**config.mk**
```make
export PLATFORM = sky130hd
export DESIGN_NAME = fir_share_sequencer_flat
export DESIGN_NICKNAME = d
export VERILOG_FILES = /design/src/rtl/fir_share_sequencer_if.sv /design/src/rtl/fir_share_sequencer.sv /design/src/flat_wrapper.sv
export SDC_FILE = /design/constraint.sdc
export NUM_CORES = 1
export LEC_CHECK = 0
export ABC_CLOCK_PERIOD_IN_PS = 2000
export CORE_UTILIZATION = 43
export CTS_CLUSTER_SIZE = 20
export DETAILED_ROUTE_END_ITERATION = 8
export PLACE_DENSITY = 0.79
export SYNTH_ARGS = -nofsm -noshare
export SYNTH_HDL_FRONTEND = slang
export SYNTH_SLANG_ARGS = --single-unit
export TNS_END_PERCENT = 10
```
**constraint.sdc**
```tcl
create_clock -name clk -period 2 [get_ports clk]
set_input_delay 0.2 -clock clk [delete_from_list [all_inputs] [get_ports clk]]
set_output_delay 0.2 -clock clk [all_outputs]
set_load 0.005 [all_outputs]
```
**src/rtl/fir_share_sequencer_if.sv**
```systemverilog
// Handshake bundle between the pin mapping, the shared FIR and the sequencer.
// slave  : sequencer side.
// master : environment side (requesters, FIR instance, result consumer).
// fir_err exists only when FIR_SHARE_TIMEOUT_EN is defined.
interface fir_share_sequencer_if #(
  parameter int DATA_W = 6,
  parameter int OUT_W  = 8
);
  logic [DATA_W-1:0] ch0_tdata;
  logic              ch0_tvalid;
  logic              ch0_tready;
  logic [DATA_W-1:0] ch1_tdata;
  logic              ch1_tvalid;
  logic              ch1_tready;
  logic [DATA_W-1:0] fir_tdata;
  logic              fir_tvalid;
  logic              fir_tready;
  logic [OUT_W-1:0]  fir_rdata;
  logic [OUT_W-1:0]  res_tdata;
  logic              res_tchan;
  logic              res_tvalid;
  logic              res_tready;
  logic              busy;
`ifdef FIR_SHARE_TIMEOUT_EN
  logic              fir_err;
`endif

  modport slave (
    input  ch0_tdata, ch0_tvalid, output ch0_tready,
    input  ch1_tdata, ch1_tvalid, output ch1_tready,
    output fir_tdata, fir_tvalid, input fir_tready, fir_rdata,
    output res_tdata, res_tchan, res_tvalid, input res_tready,
    output busy
`ifdef FIR_SHARE_TIMEOUT_EN
    , output fir_err
`endif
  );

  modport master (
    output ch0_tdata, ch0_tvalid, input ch0_tready,
    output ch1_tdata, ch1_tvalid, input ch1_tready,
    input  fir_tdata, fir_tvalid, output fir_tready, fir_rdata,
    input  res_tdata, res_tchan, res_tvalid, output res_tready,
    input  busy
`ifdef FIR_SHARE_TIMEOUT_EN
    , input fir_err
`endif
  );
endinterface

```
**src/rtl/fir_share_sequencer.sv**
```systemverilog
// Time-shares one FIR between two requesters with round-robin arbitration.
// One sample is in flight at a time: accept -> issue to FIR -> wait the fixed
// pipeline latency -> capture and hold the tagged result until taken.
// Optional build macro FIR_SHARE_TIMEOUT_EN adds an issue watchdog and a
// sticky fir_err flag.
//
// state  | meaning
// IDLE   | arbitrate, accept one sample from ch0 or ch1
// ISSUE  | sample presented to the FIR, waiting for fir_tready
// WAIT   | counting down the FIR pipeline latency
// OUTPUT | result held on res_* until res_tready
module fir_share_sequencer #(
  parameter int DATA_W      = 6,
  parameter int OUT_W       = 8,
  parameter int FIR_LATENCY = 4,
  parameter int CNT_W       = 3,
  parameter int TIMEOUT_CYC = 15
) (
  input  logic                   clk,
  input  logic                   reset,
  fir_share_sequencer_if.slave   bus
);

  // Reject parameter sets the latency counter or watchdog cannot represent.
  if (FIR_LATENCY < 1 || (2 ** CNT_W) <= FIR_LATENCY || TIMEOUT_CYC < 1) begin : g_param_check
    $error("fir_share_sequencer: illegal FIR_LATENCY/CNT_W/TIMEOUT_CYC");
  end

  typedef enum logic [1:0] {IDLE, ISSUE, WAIT, OUTPUT} state_t;

  state_t            r_state;
  state_t            w_next;
  logic              r_last_grant;
  logic              r_chan;
  logic [DATA_W-1:0] r_sample;
  logic [CNT_W-1:0]  r_cnt;
  logic              r_fir_tvalid;
  logic [OUT_W-1:0]  r_res_tdata;
  logic              r_res_tchan;
  logic              r_res_tvalid;

  logic              w_grant;
  logic              w_accept;
  logic              w_ch0_tready;
  logic              w_ch1_tready;
  logic              w_timeout;

  // ch1 wins only when ch0 is idle or ch0 had the previous grant.
  assign w_grant = bus.ch1_tvalid & (~bus.ch0_tvalid | ~r_last_grant);

`ifdef FIR_SHARE_TIMEOUT_EN
  localparam int WD_W = $clog2(TIMEOUT_CYC + 1);
  logic [WD_W-1:0] r_wd;
  logic            r_fir_err;

  // Last stalled ISSUE cycle before the watchdog limit drops the sample.
  assign w_timeout = (r_state == ISSUE) & ~bus.fir_tready &
                     (r_wd == WD_W'(TIMEOUT_CYC - 1));

  // Watchdog counts stalled ISSUE cycles; fir_err is sticky until reset.
  always_ff @(posedge clk or posedge reset) begin
    if (reset) begin
      r_wd      <= '0;
      r_fir_err <= 1'b0;
    end else begin
      if (w_accept)
        r_wd <= '0;
      else if (r_state == ISSUE && !bus.fir_tready)
        r_wd <= r_wd + 1'b1;
      if (w_timeout)
        r_fir_err <= 1'b1;
    end
  end

  assign bus.fir_err = r_fir_err;
`else
  assign w_timeout = 1'b0;
`endif

  // State register.
  always_ff @(posedge clk or posedge reset) begin
    if (reset) r_state <= IDLE;
    else       r_state <= w_next;
  end

  // Next-state decode and combinational accept strobes.
  always_comb begin
    w_next       = r_state;
    w_accept     = 1'b0;
    w_ch0_tready = 1'b0;
    w_ch1_tready = 1'b0;
    case (r_state)
      IDLE: begin
        w_ch0_tready = bus.ch0_tvalid & ~w_grant;
        w_ch1_tready = w_grant;
        if (bus.ch0_tvalid || bus.ch1_tvalid) begin
          w_accept = 1'b1;
          w_next   = ISSUE;
        end
      end
      ISSUE: begin
        if (bus.fir_tready) w_next = WAIT;
        else if (w_timeout) w_next = IDLE;
      end
      WAIT: begin
        if (r_cnt == '0) w_next = OUTPUT;
      end
      OUTPUT: begin
        if (bus.res_tready) w_next = IDLE;
      end
      default: w_next = IDLE;
    endcase
  end

  // Datapath: sample capture, FIR issue, latency countdown, result capture.
  always_ff @(posedge clk or posedge reset) begin
    if (reset) begin
      r_last_grant <= 1'b1;
      r_chan       <= 1'b0;
      r_sample     <= '0;
      r_cnt        <= '0;
      r_fir_tvalid <= 1'b0;
      r_res_tdata  <= '0;
      r_res_tchan  <= 1'b0;
      r_res_tvalid <= 1'b0;
    end else begin
      case (r_state)
        IDLE: begin
          if (w_accept) begin
            r_sample     <= w_grant ? bus.ch1_tdata : bus.ch0_tdata;
            r_chan       <= w_grant;
            r_last_grant <= w_grant;
            r_fir_tvalid <= 1'b1;
          end
        end
        ISSUE: begin
          if (bus.fir_tready) begin
            r_fir_tvalid <= 1'b0;
            r_cnt        <= CNT_W'(FIR_LATENCY - 1);
          end else if (w_timeout) begin
            r_fir_tvalid <= 1'b0;
          end
        end
        WAIT: begin
          if (r_cnt == '0) begin
            r_res_tdata  <= bus.fir_rdata;
            r_res_tchan  <= r_chan;
            r_res_tvalid <= 1'b1;
          end else begin
            r_cnt <= r_cnt - 1'b1;
          end
        end
        OUTPUT: begin
          if (bus.res_tready) r_res_tvalid <= 1'b0;
        end
        default: ;
      endcase
    end
  end

  assign bus.ch0_tready = w_ch0_tready;
  assign bus.ch1_tready = w_ch1_tready;
  assign bus.fir_tdata  = r_sample;
  assign bus.fir_tvalid = r_fir_tvalid;
  assign bus.res_tdata  = r_res_tdata;
  assign bus.res_tchan  = r_res_tchan;
  assign bus.res_tvalid = r_res_tvalid;
  assign bus.busy       = (r_state != IDLE);

endmodule

```
**src/flat_wrapper.sv**
```systemverilog
// flat-port wrapper written by rule: the top's interface ports become plain ports
module fir_share_sequencer_flat 
#(
  parameter int DATA_W      = 6,
  parameter int OUT_W       = 8,
  parameter int FIR_LATENCY = 4,
  parameter int CNT_W       = 3,
  parameter int TIMEOUT_CYC = 15
)
  (clk, reset, bus_ch0_tdata, bus_ch0_tvalid, bus_ch0_tready, bus_ch1_tdata, bus_ch1_tvalid, bus_ch1_tready, bus_fir_tdata, bus_fir_tvalid, bus_fir_tready, bus_fir_rdata, bus_res_tdata, bus_res_tchan, bus_res_tvalid, bus_res_tready, bus_busy);
  fir_share_sequencer_if #(.DATA_W(DATA_W), .OUT_W(OUT_W)) bus_i ();
  input  logic clk;
  input  logic reset;
  input wire logic [$bits(bus_i.ch0_tdata)-1:0] bus_ch0_tdata;
  input wire logic [$bits(bus_i.ch0_tvalid)-1:0] bus_ch0_tvalid;
  output wire logic [$bits(bus_i.ch0_tready)-1:0] bus_ch0_tready;
  input wire logic [$bits(bus_i.ch1_tdata)-1:0] bus_ch1_tdata;
  input wire logic [$bits(bus_i.ch1_tvalid)-1:0] bus_ch1_tvalid;
  output wire logic [$bits(bus_i.ch1_tready)-1:0] bus_ch1_tready;
  output wire logic [$bits(bus_i.fir_tdata)-1:0] bus_fir_tdata;
  output wire logic [$bits(bus_i.fir_tvalid)-1:0] bus_fir_tvalid;
  input wire logic [$bits(bus_i.fir_tready)-1:0] bus_fir_tready;
  input wire logic [$bits(bus_i.fir_rdata)-1:0] bus_fir_rdata;
  output wire logic [$bits(bus_i.res_tdata)-1:0] bus_res_tdata;
  output wire logic [$bits(bus_i.res_tchan)-1:0] bus_res_tchan;
  output wire logic [$bits(bus_i.res_tvalid)-1:0] bus_res_tvalid;
  input wire logic [$bits(bus_i.res_tready)-1:0] bus_res_tready;
  output wire logic [$bits(bus_i.busy)-1:0] bus_busy;
  assign bus_i.ch0_tdata = bus_ch0_tdata;
  assign bus_i.ch0_tvalid = bus_ch0_tvalid;
  assign bus_ch0_tready = bus_i.ch0_tready;
  assign bus_i.ch1_tdata = bus_ch1_tdata;
  assign bus_i.ch1_tvalid = bus_ch1_tvalid;
  assign bus_ch1_tready = bus_i.ch1_tready;
  assign bus_fir_tdata = bus_i.fir_tdata;
  assign bus_fir_tvalid = bus_i.fir_tvalid;
  assign bus_i.fir_tready = bus_fir_tready;
  assign bus_i.fir_rdata = bus_fir_rdata;
  assign bus_res_tdata = bus_i.res_tdata;
  assign bus_res_tchan = bus_i.res_tchan;
  assign bus_res_tvalid = bus_i.res_tvalid;
  assign bus_i.res_tready = bus_res_tready;
  assign bus_busy = bus_i.busy;
  fir_share_sequencer #(.DATA_W(DATA_W), .OUT_W(OUT_W), .FIR_LATENCY(FIR_LATENCY), .CNT_W(CNT_W), .TIMEOUT_CYC(TIMEOUT_CYC)) u_core (.clk(clk), .reset(reset), .bus(bus_i));
endmodule
```
# After elaboration in Yosys (flattened, before gate mapping)
# Index checks and enable logic that the tools add are counted.
# W data, S select, Z words.
[op_classes] addsub=1 eq_ne=9 muxes=19 n_bitwise=6 n_reduce_logical=13
[op_table] operator="$reduce_and A3 Y1" count=3
[op_table] operator="$mux W1" count=8
[op_table] operator="$mux W2" count=4
[op_table] operator="$pmux W2 S4" count=1
[op_table] operator="$reduce_bool A2 Y1" count=4
[op_table] operator="$mux W3" count=2
[op_table] operator="$mux W6" count=1
[op_table] operator="$ne A2 B1 Y1 const B" count=3
[op_table] operator="$ne A2 B2 Y1 const B" count=3
[op_table] operator="$pmux W3 S2" count=1
[op_table] operator="$eq A2 B2 Y1 const B" count=2
[op_table] operator="$pmux W1 S2" count=2
[op_table] operator="$reduce_and A2 Y1" count=2
[op_table] operator="$reduce_and A4 Y1" count=1
[op_table] operator="$logic_not A3 Y1" count=1
[op_table] operator="$not A1 Y1" count=3
[op_table] operator="$sub A3 B1 Y3 const B" count=1
[op_table] operator="$and A1 B1 Y1" count=2
[op_table] operator="$eq A2 B1 Y1 const B" count=1
[op_table] operator="$logic_not A2 Y1" count=1
[op_table] operator="$logic_or A1 B1 Y1" count=1
[op_table] operator="$or A1 B1 Y1" count=1
[word_totals] reg_bits=24 inputBits=26 out_inout_bits=20 elab_cells=57

# Logic depth before layout (Yosys ltp)
# Gate-level depths: netlist (run 1).
[logic_depth] word_depth=6 ltp_mapped=7 depth_no_buf=6

# Worst setup path after synthesis (run 1)
# No wires, ideal clock.
[synth_timing] path_kind="register to register" startpoint="register u_core.r_state[0]" endpoint="register u_core.r_state[1]" setup_time_ns=0.125 t_arrival_ns=1.411 required_ns=1.875 slack_ns=0.464 stages_incl_launch_ff=7 n_path_buf=0 synth_period_minus_slack_ns=1.536 cell_sequence="dfrtp_1 > inv_1 > ha_1 > inv_2 > o31ai_4 > nor2_2 > mux2_4"
[synth_between] elab_chain_cells=3 word_cells_on_any_way=10 cone_classes="7 x eq/ne; 1 x mux; 2 x reduce/logical"
[synth_rtl] element="start: declaration" line="fir_share_sequencer.sv:31" rtl="state_t r_state;"
[synth_rtl] element="start signal: assignment" line="fir_share_sequencer.sv:83" rtl="else r_state <= w_next;"
[synth_rtl] element="$eq A2 B1 Y1 (tied with other cells)" line="fir_share_sequencer.sv:92" rtl="case (r_state)"
[synth_rtl] element="$ne A2 B2 Y1 (no line) or $ne A2 B1 Y1 (tied branches)"
[synth_rtl] element="$reduce_and A4 Y1 (no line)"
# Parallel ways exist; a longest one is shown, timed or not.
# A chain may end at the register's enable or synchronous reset.

# Final worst setup path (run 1)
[layout_timing] startpoint="register u_core.r_last_grant" endpoint="output bus_ch0_tready"
[layout_between] elab_chain_cells=6
[layout_rtl] element="start: declaration" line="fir_share_sequencer.sv:33" rtl="logic r_last_grant;"
[layout_rtl] element="start signal: assignment" line="fir_share_sequencer.sv:132" rtl="r_last_grant <= w_grant;"
[layout_rtl] element="$not A1 Y1" line="fir_share_sequencer.sv:49" rtl="assign w_grant = bus.ch1_tvalid & (~bus.ch0_tvalid | ~r_last_grant);"
[layout_rtl] element="$or A1 B1 Y1" line="fir_share_sequencer.sv:49"
[layout_rtl] element="$and A1 B1 Y1" line="fir_share_sequencer.sv:49"
[layout_rtl] element="$not A1 Y1" line="fir_share_sequencer.sv:94" rtl="w_ch0_tready = bus.ch0_tvalid & ~w_grant;"
[layout_rtl] element="$and A1 B1 Y1" line="fir_share_sequencer.sv:94"
[layout_rtl] element="$mux W1" line="fir_share_sequencer.sv:92"
[layout_rtl] element="end: declaration" line="flat_wrapper.sv:16" rtl="output wire logic [$bits(bus_i.ch0_tready)-1:0] bus_ch0_tready;"
# No other way between the ends.

==> impl_metrics.env, run 1 <==
export IMPL_final_nets=192
export IMPL_async_flop_share_pct=100.0
export IMPL_fin_cells=188
export IMPL_dieArea_um2=3000
export IMPL_rsz0062_at_grt="false"
export IMPL_r2r_start="u_core.r_state[1]"
export IMPL_rows=18
export IMPL_antenna_left=0
export IMPL_crit_buf_inv=2
export IMPL_drc=0
export IMPL_port_buffers=45
export IMPL_fp_coreArea_um2=2545
export IMPL_grt_pass1_wl_um=4064
export IMPL_slew_violations=0
export IMPL_routedWlPerCell_um=12.45
export IMPL_synth_seq_area_share_pct=50.26
export IMPL_die_x_um=54.77
export IMPL_wirelength_um=2341
export IMPL_critical_path_top_delay_family="buffers and inverters"
export IMPL_maxCapViolCount=0
export IMPL_setup_viol_count_final=0
export IMPL_hpwl_um=1885
export IMPL_netlist_area_um2=1197
export IMPL_start_kind="flip-flop"
export IMPL_crit_slowest_cell="dfstp_2"
export IMPL_clk_latency_ps=300
export IMPL_worstPathRequired_ps=1800
export IMPL_worst_setup_path_type="flip-flop to output pin"
export IMPL_cts_root_buf="clkbuf_4"
export IMPL_tightestPinTransition_ps=294.2
export IMPL_power_mw=2.439
export IMPL_synth_edf_count=0
export IMPL_synth_area_per_cell_um2=11.40
export IMPL_overflow=0
export IMPL_via_per_inst=5.128
export IMPL_cts_buffers=3
export IMPL_yosys_most_used_dff="dfrtp_1"
export IMPL_finalSetupTns_ps=0
export IMPL_drtPass1Iterations=4
export IMPL_area_growth_pct=48.90
export IMPL_relSlewSlack_pct=80.39
export IMPL_vias=964
export IMPL_period_minus_slack_ps=1903
export IMPL_max_stage_delay_ps=560
export IMPL_grt_pass1_vias=992
export IMPL_ctsLongestPathBuffers=2
export IMPL_antenna_found_initial=0
export IMPL_clock_sinks=24
export IMPL_insertedDiodeCount=0
export IMPL_crit_fanout=7
export IMPL_preCtsSetupSlack_ps=257.7
export IMPL_worstPathArrival_ps=1700
export IMPL_fmaxAchievable_mhz=525.5
export IMPL_r2r_slack_ps=300
export IMPL_hold_violations=0
export IMPL_num_io_pins=46
export IMPL_worst_r2r_cell_count=6
export IMPL_synth_nets=138
export IMPL_endpoint_kind="output pin"
export IMPL_fin_ws_ps=96.97
export IMPL_mostFrequentLayoutCells="45 x clkdlybuf4s50_1, 23 x dfrtp_1, 10 x o21ai_0"
export IMPL_vdd_ir_drop_max_mv=0.8671
export IMPL_period_share_pct=95.15
export IMPL_r2r_end="u_core.r_state[1]"
export IMPL_outcome="finished clean"
export IMPL_final_layout_size_suffix_gt1_share_pct=18.99
export IMPL_leakagePower_nw=0.7968
export IMPL_synth_cells=105
export IMPL_post_cts_buffers=0
export IMPL_cts_clk_slew_worst_paths_ps=130
export IMPL_grt_start_max_net_pins=25
export IMPL_chipHeight_um=54.77
export IMPL_hold_class="primary input to async pin"
export IMPL_htree_levels=1
export IMPL_hold_buffers=0
export IMPL_path_cells="a21boi_1 -> buf_4 -> nor2_1 -> clkdlybuf4s50_1"
export IMPL_ys_types=32
export IMPL_cts_tree="built"
export IMPL_first_iter_violations=9
export IMPL_place_gp_congestion=0.7867
export IMPL_yosysWarnings=0
export IMPL_dpl_cell_count=184
export IMPL_ys_ff_latch=24
export IMPL_powerDensity_nw_per_um2=1368
export IMPL_start_util_pct=47.05
export IMPL_layout_commonest_cell="clkdlybuf4s50_1"
export IMPL_fin_skew_ps=2.529
export IMPL_grt_use_total_pct=19.24
==> kinds of logic after synthesis <==
family,share of synthesized area [%]
simple gates,9.614
mux,15.57
buf+inv,4.805
fa+ha+maj,7.314
flops,50.26
compound gates,12.44
==> registers in the layout, summed over array words and instances, names as in the netlist <==
signal / flops
u_core.bus.fir_tdata: 6
u_core.r_chan: 1
u_core.r_cnt: 3
u_core.bus.res_tdata: 8
u_core.bus.res_tchan: 1
u_core.r_last_grant: 1
u_core.bus.res_tvalid: 1
u_core.r_state: 2
u_core.bus.fir_tvalid: 1
==> area by class of cell <==
| type | count | area, um^2 |
|---|---|---|
| timing repair buffer | 52 | 503.0 |
| multi-input combinational | 68 | 550.5 |
| clock inverter | 1 | 30.03 |
| tap | 30 | 37.54 |
| clock buffer | 3 | 22.52 |
| inverter | 10 | 37.54 |
| sequential | 24 | 601.8 |
| fill | 186 | 762.0 |
==> synth_stat cells, drive strengths merged (2+ instances only) <==
cell,instances,area [um^2]
dfrtp,23,575.6
o21ai,11,55.05
inv,10,37.53
mux2,10,116.4
nand2,8,30.03
ha,7,87.58
mux2i,7,70.07
a21oi,4,20.02
nor2,4,17.52
buf,3,20.01
nor2b,2,12.51
==> worst register-to-register path, stage by stage (launching register included) <==
cell and delay [ps]:
dfrtp_1 450, inv_2 90, ha_1 240, nand2b_1 210, o31ai_4 110, nor2_2 190
mux2_4 320
==> worst max path at each step <==
stage | startpoint | end | cells after the start
3_3_place_gp | bus_ch1_tvalid | bus_ch0_tready | 5
3_5_place_dp | bus_ch1_tvalid | bus_ch0_tready | 5
6_report | u_core.r_last_grant | bus_ch0_tready | 4
5_1_grt | u_core.r_state[1] | bus_ch1_tready | 4
4_1_cts | u_core.r_state[0] | bus_ch1_tready | 4
2_1_floorplan | u_core.r_state[0] | u_core.r_state[1] | 6
==> where the power goes <==
group	internal (mW)	switching, mW	total [mW]	leakage [nW]
Clock	0.202	0.138	0.340	0.0279
Sequential	0.726	0.143	0.870	0.288
Combinational	0.738	0.491	1.23	0.481
==> layer usage <==
| layer | track usage (%) | part of all wire, % |
|---|---|---|
| met4 | 8.974 | 0.73 |
| met5 | 0 | 0 |
| met2 | 34.14 | 49 |
| met1 | 21.39 | 42 |
| met3 | 4.444 | 7.4 |
==> metrics by stage <==
step / hold slack [ps] / area [um^2] / util [%]
after detailed placement: 477.3 / 1718 / 67.50
after global routing: 238.3 / 1783 / 70.06
after floorplan: 213.9 / 1197 / -
final: 215.0 / 1783 / 70.06
after global placement: 462.3 / 1718 / 67.50
after CTS: 211.6 / 1783 / 70.06
==> timing repair <==
action | CTS | global route
resized for setup | 2 | 2
cloned | 0 | 0
setup endpoints to repair | 2 | 2
endpoints found under the hold margin | 0 | 0
Power figures use the tool's default switching activity.
==> inputs of run 2 (changes only) <==
CELL_PAD_IN_SITES_DETAIL_PLACEMENT = 0   (was default)
CELL_PAD_IN_SITES_GLOBAL_PLACEMENT = 2   (was default)
CORE_UTILIZATION = 26   (was 43)
PLACE_DENSITY = default   (was 0.79)
PLACE_DENSITY_LB_ADDON = 0.1   (was default)
==> run 2 against run 1 <==
  * Clock power shrank 14%
  * Design area grew 0.70%
  * Register-to-register slack is essentially flat
  * Combinational power is essentially flat
  * Total power shrank 2.7%
  * Wire length grew 9.9%
  * Clock skew grew 6.8 ps
==> impl_metrics.env, run 2 (same netlist as run 1, synthesis figures left out) <==
export IMPL_outcome="finished clean"
export IMPL_area_growth_pct=49.95
export IMPL_overflow=0
export IMPL_hpwl_um=1993
export IMPL_fin_area_um2=1795
export IMPL_path_cells="inv_1 -> ha_4 -> and2_2 -> clkdlybuf4s50_1"
export IMPL_cts_buffers=3
export IMPL_cts_tree="built"
export IMPL_worstPathRequired_ps=1800
export IMPL_htree_levels=1
export IMPL_mostFrequentLayoutCells="45 x clkdlybuf4s50_1, 23 x dfrtp_1, 10 x o21ai_0"
export IMPL_ctsLongestPathBuffers=2
export IMPL_dieArea_um2=4880
export IMPL_vdd_ir_drop_max_mv=0.4710
export IMPL_finalSetupTns_ps=0
export IMPL_tightestPinTransition_ps=566.5
export IMPL_chipHeight_um=69.86
export IMPL_fp_coreArea_um2=4384
export IMPL_crit_slowest_cell="clkdlybuf4s50_1"
export IMPL_via_per_inst=4.378
export IMPL_crit_fanout=6
export IMPL_vias=915
export IMPL_largest_reg_flops=8
export IMPL_grt_use_total_pct=11.47
export IMPL_r2r_slack_ps=310
export IMPL_r2r_end="u_core.r_state[1]"
export IMPL_port_buffers=45
export IMPL_relSlewSlack_pct=62.19
export IMPL_fin_skew_ps=9.325
export IMPL_leakagePower_nw=0.7895
export IMPL_maxCapViolCount=0
export IMPL_post_route_util_pct=40.95
export IMPL_powerDensity_nw_per_um2=1321
export IMPL_setup_viol_count_final=0
export IMPL_grt_start_max_net_pins=15
export IMPL_rsz0062_at_grt="false"
export IMPL_hold_violations=0
export IMPL_worst_r2r_cell_count=6
export IMPL_drtPass1Iterations=4
export IMPL_worstPathArrival_ps=1700
export IMPL_rows=24
export IMPL_worst_hold_slack_ps=279.6
export IMPL_final_nets=191
export IMPL_hold_class="primary input to async pin"
export IMPL_start_kind="flip-flop"
export IMPL_clk_latency_ps=270
export IMPL_antenna_found_initial=0
export IMPL_place_gp_congestion=0.7129
export IMPL_place_area_um2=1738
export IMPL_num_io_pins=46
export IMPL_cts_root_buf="clkbuf_8"
export IMPL_drc=0
export IMPL_first_iter_violations=41
export IMPL_routedWlPerCell_um=12.31
export IMPL_endpoint_kind="output pin"
export IMPL_insertedDiodeCount=0
export IMPL_cts_clk_slew_worst_paths_ps=90
export IMPL_wirelength_um=2573
export IMPL_period_minus_slack_ps=1898
export IMPL_die_x_um=69.86
export IMPL_worst_setup_path_type="flip-flop to output pin"
export IMPL_r2r_start="u_core.r_state[0]"
export IMPL_max_stage_delay_ps=510
export IMPL_clock_sinks=24
export IMPL_grt_pass1_vias=955
export IMPL_period_share_pct=94.92
export IMPL_start_util_pct=27.31
export IMPL_post_cts_resized=1
export IMPL_antenna_left=0
export IMPL_fmaxAchievable_mhz=526.8
export IMPL_grt_pass1_wl_um=4374
export IMPL_final_layout_size_suffix_gt1_share_pct=16.56
export IMPL_post_cts_buffers=0
export IMPL_hold_buffers=0
export IMPL_slew_violations=0
export IMPL_layout_commonest_cell="clkdlybuf4s50_1"
==> run 2: cell count changes in the layout (fill, tap and decap cells not counted) <==
cell	change
buf_4	-1
bufinv_16	-1
clkbuf_1	+1
clkbuf_4	-3
clkbuf_8	+3
inv_1	+2
inv_2	-2
==> run 2: worst max-delay path by stage <==
stage	end	slack, ps	start
6_report	bus_ch1_tready	100	u_core.r_state[0]
5_1_grt	bus_ch1_tready	10	u_core.r_state[0]
4_1_cts	bus_ch1_tready	40	u_core.r_state[0]
3_5_place_dp	bus_ch0_tready	230	bus_ch1_tvalid
3_3_place_gp	bus_ch0_tready	220	bus_ch1_tvalid
2_1_floorplan	u_core.r_state[1]	460	u_core.r_state[0]
==> run 2: final cells by class <==
cell class / instances / area (um^2)
Inverter: 10 / 37.54
Tap cell: 52 / 65.06
Fill cell: 416 / 2589
Timing Repair Buffer: 51 / 495.5
Sequential cell: 24 / 601.8
Clock buffer: 4 / 45.04
Multi-Input combinational cell: 68 / 550.5
==> run 2: layer usage <==
metal | track usage [%] | wire, um | vias to the layer above
met3 | 4.618 | 184 | 2
met4 | 2.667 | 17 | 0
met5 | 0 | 0 | -
met2 | 18.70 | 1205 | 31
met1 | 14.22 | 1166 | 420
li1 | - | - | 462
==> run 2: worst max-delay path, delay by kind of cell (launching register included) <==
kind                     cells  cell delay, ps
adder cells (fa/ha/maj)      1             190
buffers and inverters        2             680
flip-flops                   1             410
AND/OR/NAND/NOR              1             160
==> run 2: power breakdown <==
group | switching, mW | leakage, nW | internal [mW]
combinational | 0.490 | 0.479 | 0.728
sequential | 0.134 | 0.288 | 0.728
clock | 0.150 | 0.0228 | 0.142
total | 0.774 | 0.789 | 1.60
==> run 2: per-stage QoR <==
step | setup slack [ps] | power (mW) | std cells
global placement | 216.7 | 2.054 | 205
finish | 101.6 | 2.372 | 209
global route | 11.40 | 2.585 | 209
floorplan | 464.3 | 1.498 | 105
detailed placement | 231.3 | 2.073 | 205
CTS | 39.04 | 2.387 | 209
==> inputs of run 3 (changes only) <==
REMOVE_ABC_BUFFERS = 1   (was default)
==> run 3 against run 2 <==
  * Design area rose by 1.5%
  * Clock-buffer cell count fell by 1
  * Final cell count did not move
  * Via count rose by 3.0%
  * Hold slack got worse by 12 ps
  * Worst setup slack improved by 49 ps
  * Clock power rose by 49%
  * Global-route usage rose by 0.52 points
  * Critical path depth did not move
  * Die area did not move
  * Highest routed layer unchanged
==> impl_metrics.env, run 3 (same netlist as run 1, synthesis figures left out) <==
export IMPL_slew_violations=0
export IMPL_mostFrequentLayoutCells="45 x clkdlybuf4s50_1, 23 x dfrtp_1, 10 x o21ai_0"
export IMPL_period_minus_slack_ps=1849
export IMPL_layout_commonest_cell="clkdlybuf4s50_1"
export IMPL_worst_r2r_cell_count=6
export IMPL_hold_buffers=0
export IMPL_chipHeight_um=69.86
export IMPL_r2r_end="u_core.r_state[1]"
export IMPL_post_route_util_pct=41.55
export IMPL_hold_class="primary input to async pin"
export IMPL_rows=24
export IMPL_port_buffers=45
export IMPL_num_io_pins=46
export IMPL_hpwl_um=2026
export IMPL_fmaxAchievable_mhz=540.8
export IMPL_grt_pass1_wl_um=4685
export IMPL_drtPass1Iterations=4
export IMPL_post_cts_buffers=0
export IMPL_grt_pass1_vias=1050
export IMPL_grt_use_total_pct=11.99
export IMPL_drc=0
export IMPL_largest_reg_flops=8
export IMPL_final_nets=191
export IMPL_clock_sinks=24
export IMPL_fill_cells=434
export IMPL_htree_levels=1
export IMPL_clk_latency_ps=270
export IMPL_cts_root_buf="clkbuf_8"
export IMPL_antenna_left=0
export IMPL_fp_coreArea_um2=4384
export IMPL_outcome="finished clean"
export IMPL_hold_violations=0
export IMPL_relSlewSlack_pct=78.18
export IMPL_grt_start_max_net_pins=25
export IMPL_antenna_found_initial=0
export IMPL_final_layout_size_suffix_gt1_share_pct=18.47
export IMPL_worstPathArrival_ps=1650
export IMPL_cts_buffers=3
export IMPL_endpoint_kind="output pin"
export IMPL_dieArea_um2=4880
export IMPL_start_kind="flip-flop"
export IMPL_finalSetupTns_ps=0
export IMPL_cts_clk_slew_worst_paths_ps=90
export IMPL_insertedDiodeCount=0
export IMPL_fin_area_um2=1822
export IMPL_place_area_um2=1738
export IMPL_worstPathRequired_ps=1800
export IMPL_powerDensity_nw_per_um2=1384
export IMPL_place_gp_congestion=0.6629
export IMPL_fin_skew_ps=2.622
export IMPL_maxCapViolCount=0
export IMPL_tightestPinTransition_ps=327.3
export IMPL_ctsLongestPathBuffers=2
export IMPL_vias=942
export IMPL_overflow=0
export IMPL_first_iter_violations=27
export IMPL_worst_setup_path_type="flip-flop to output pin"
export IMPL_dpl_cell_count=205
export IMPL_die_x_um=69.86
export IMPL_fin_cells=209
export IMPL_power_mw=2.521
export IMPL_via_per_inst=4.507
export IMPL_r2r_start="u_core.r_state[0]"
export IMPL_period_share_pct=92.46
export IMPL_vdd_ir_drop_max_mv=0.4517
export IMPL_wirelength_um=2711
export IMPL_start_util_pct=27.31
export IMPL_cts_tree="built"
export IMPL_setup_viol_count_final=0
export IMPL_crit_fanout=6
export IMPL_leakagePower_nw=0.8004
export IMPL_rsz0062_at_grt="false"
export IMPL_area_growth_pct=52.14
export IMPL_r2r_slack_ps=360
export IMPL_routedWlPerCell_um=12.97
==> run 3: changes by cell type in the layout (fill, tap and decap cells not counted) <==
cell,change
inv_2,+2
bufinv_16,+1
clkbuf_1,-1
inv_1,-2
==> run 3: worst max-delay path: stages (launching register included) <==
cell	delay (ps)
dfrtp_1	410
inv_2	120
ha_4	180
and2_2	160
clkdlybuf4s50_1	510
==> run 3: layout make-up <==
cell class	instances	area [um^2]	area share, %
Inverter	10	37.54	2.060
Tap cell	52	65.06	3.571
Timing Repair Buffer	51	495.5	27.20
Sequential cell	24	601.8	33.04
Clock inverter	1	30.03	1.648
Multi-Input combinational cell	68	550.5	30.22
Clock buffer	3	41.29	2.266
==> run 3: repair_timing <==
action | CTS | global route
endpoints found under the setup margin | 1 | 2
gates resized for setup | 1 | 3
hold endpoints to repair | 0 | 0
==> run 3: worst max path at each step <==
stage / start / end / slack, ps / cells after the start
after floorplan: u_core.r_state[0] / u_core.r_state[1] / 460 / 6
after global placement: bus_ch1_tvalid / bus_ch1_tready / 160 / 4
after detailed placement: bus_ch1_tvalid / bus_ch1_tready / 160 / 4
after CTS: u_core.r_state[0] / bus_ch1_tready / 20 / 4
after global routing: u_core.r_state[1] / bus_ch0_tready / 5 / 5
final: u_core.r_state[0] / bus_ch1_tready / 150 / 4
==> run 3: metal layers <==
metal	GRT usage (%)	part of all wire [%]	vias to the layer above	wire length, um
li1	-	-	467	-
met1	13.72	42	444	1146
met2	21.15	50	27	1358
met3	3.175	6.3	4	171
met4	4.667	1.3	0	34
met5	0	0	-	0
==> run 3: report_power, final <==
part | switching [mW] | internal [mW]
Clock | 0.168 | 0.268
Combinational | 0.489 | 0.731
Sequential | 0.138 | 0.728
Total | 0.795 | 1.73
==> run 3: metrics by stage <==
step                setup slack [ps]  hold WS (ps)
finish                         150.8         267.1
global route                   4.977         314.7
CTS                            21.87         276.2
detailed placement             157.4         475.6
global placement               163.6         461.4
floorplan                      464.3         213.9
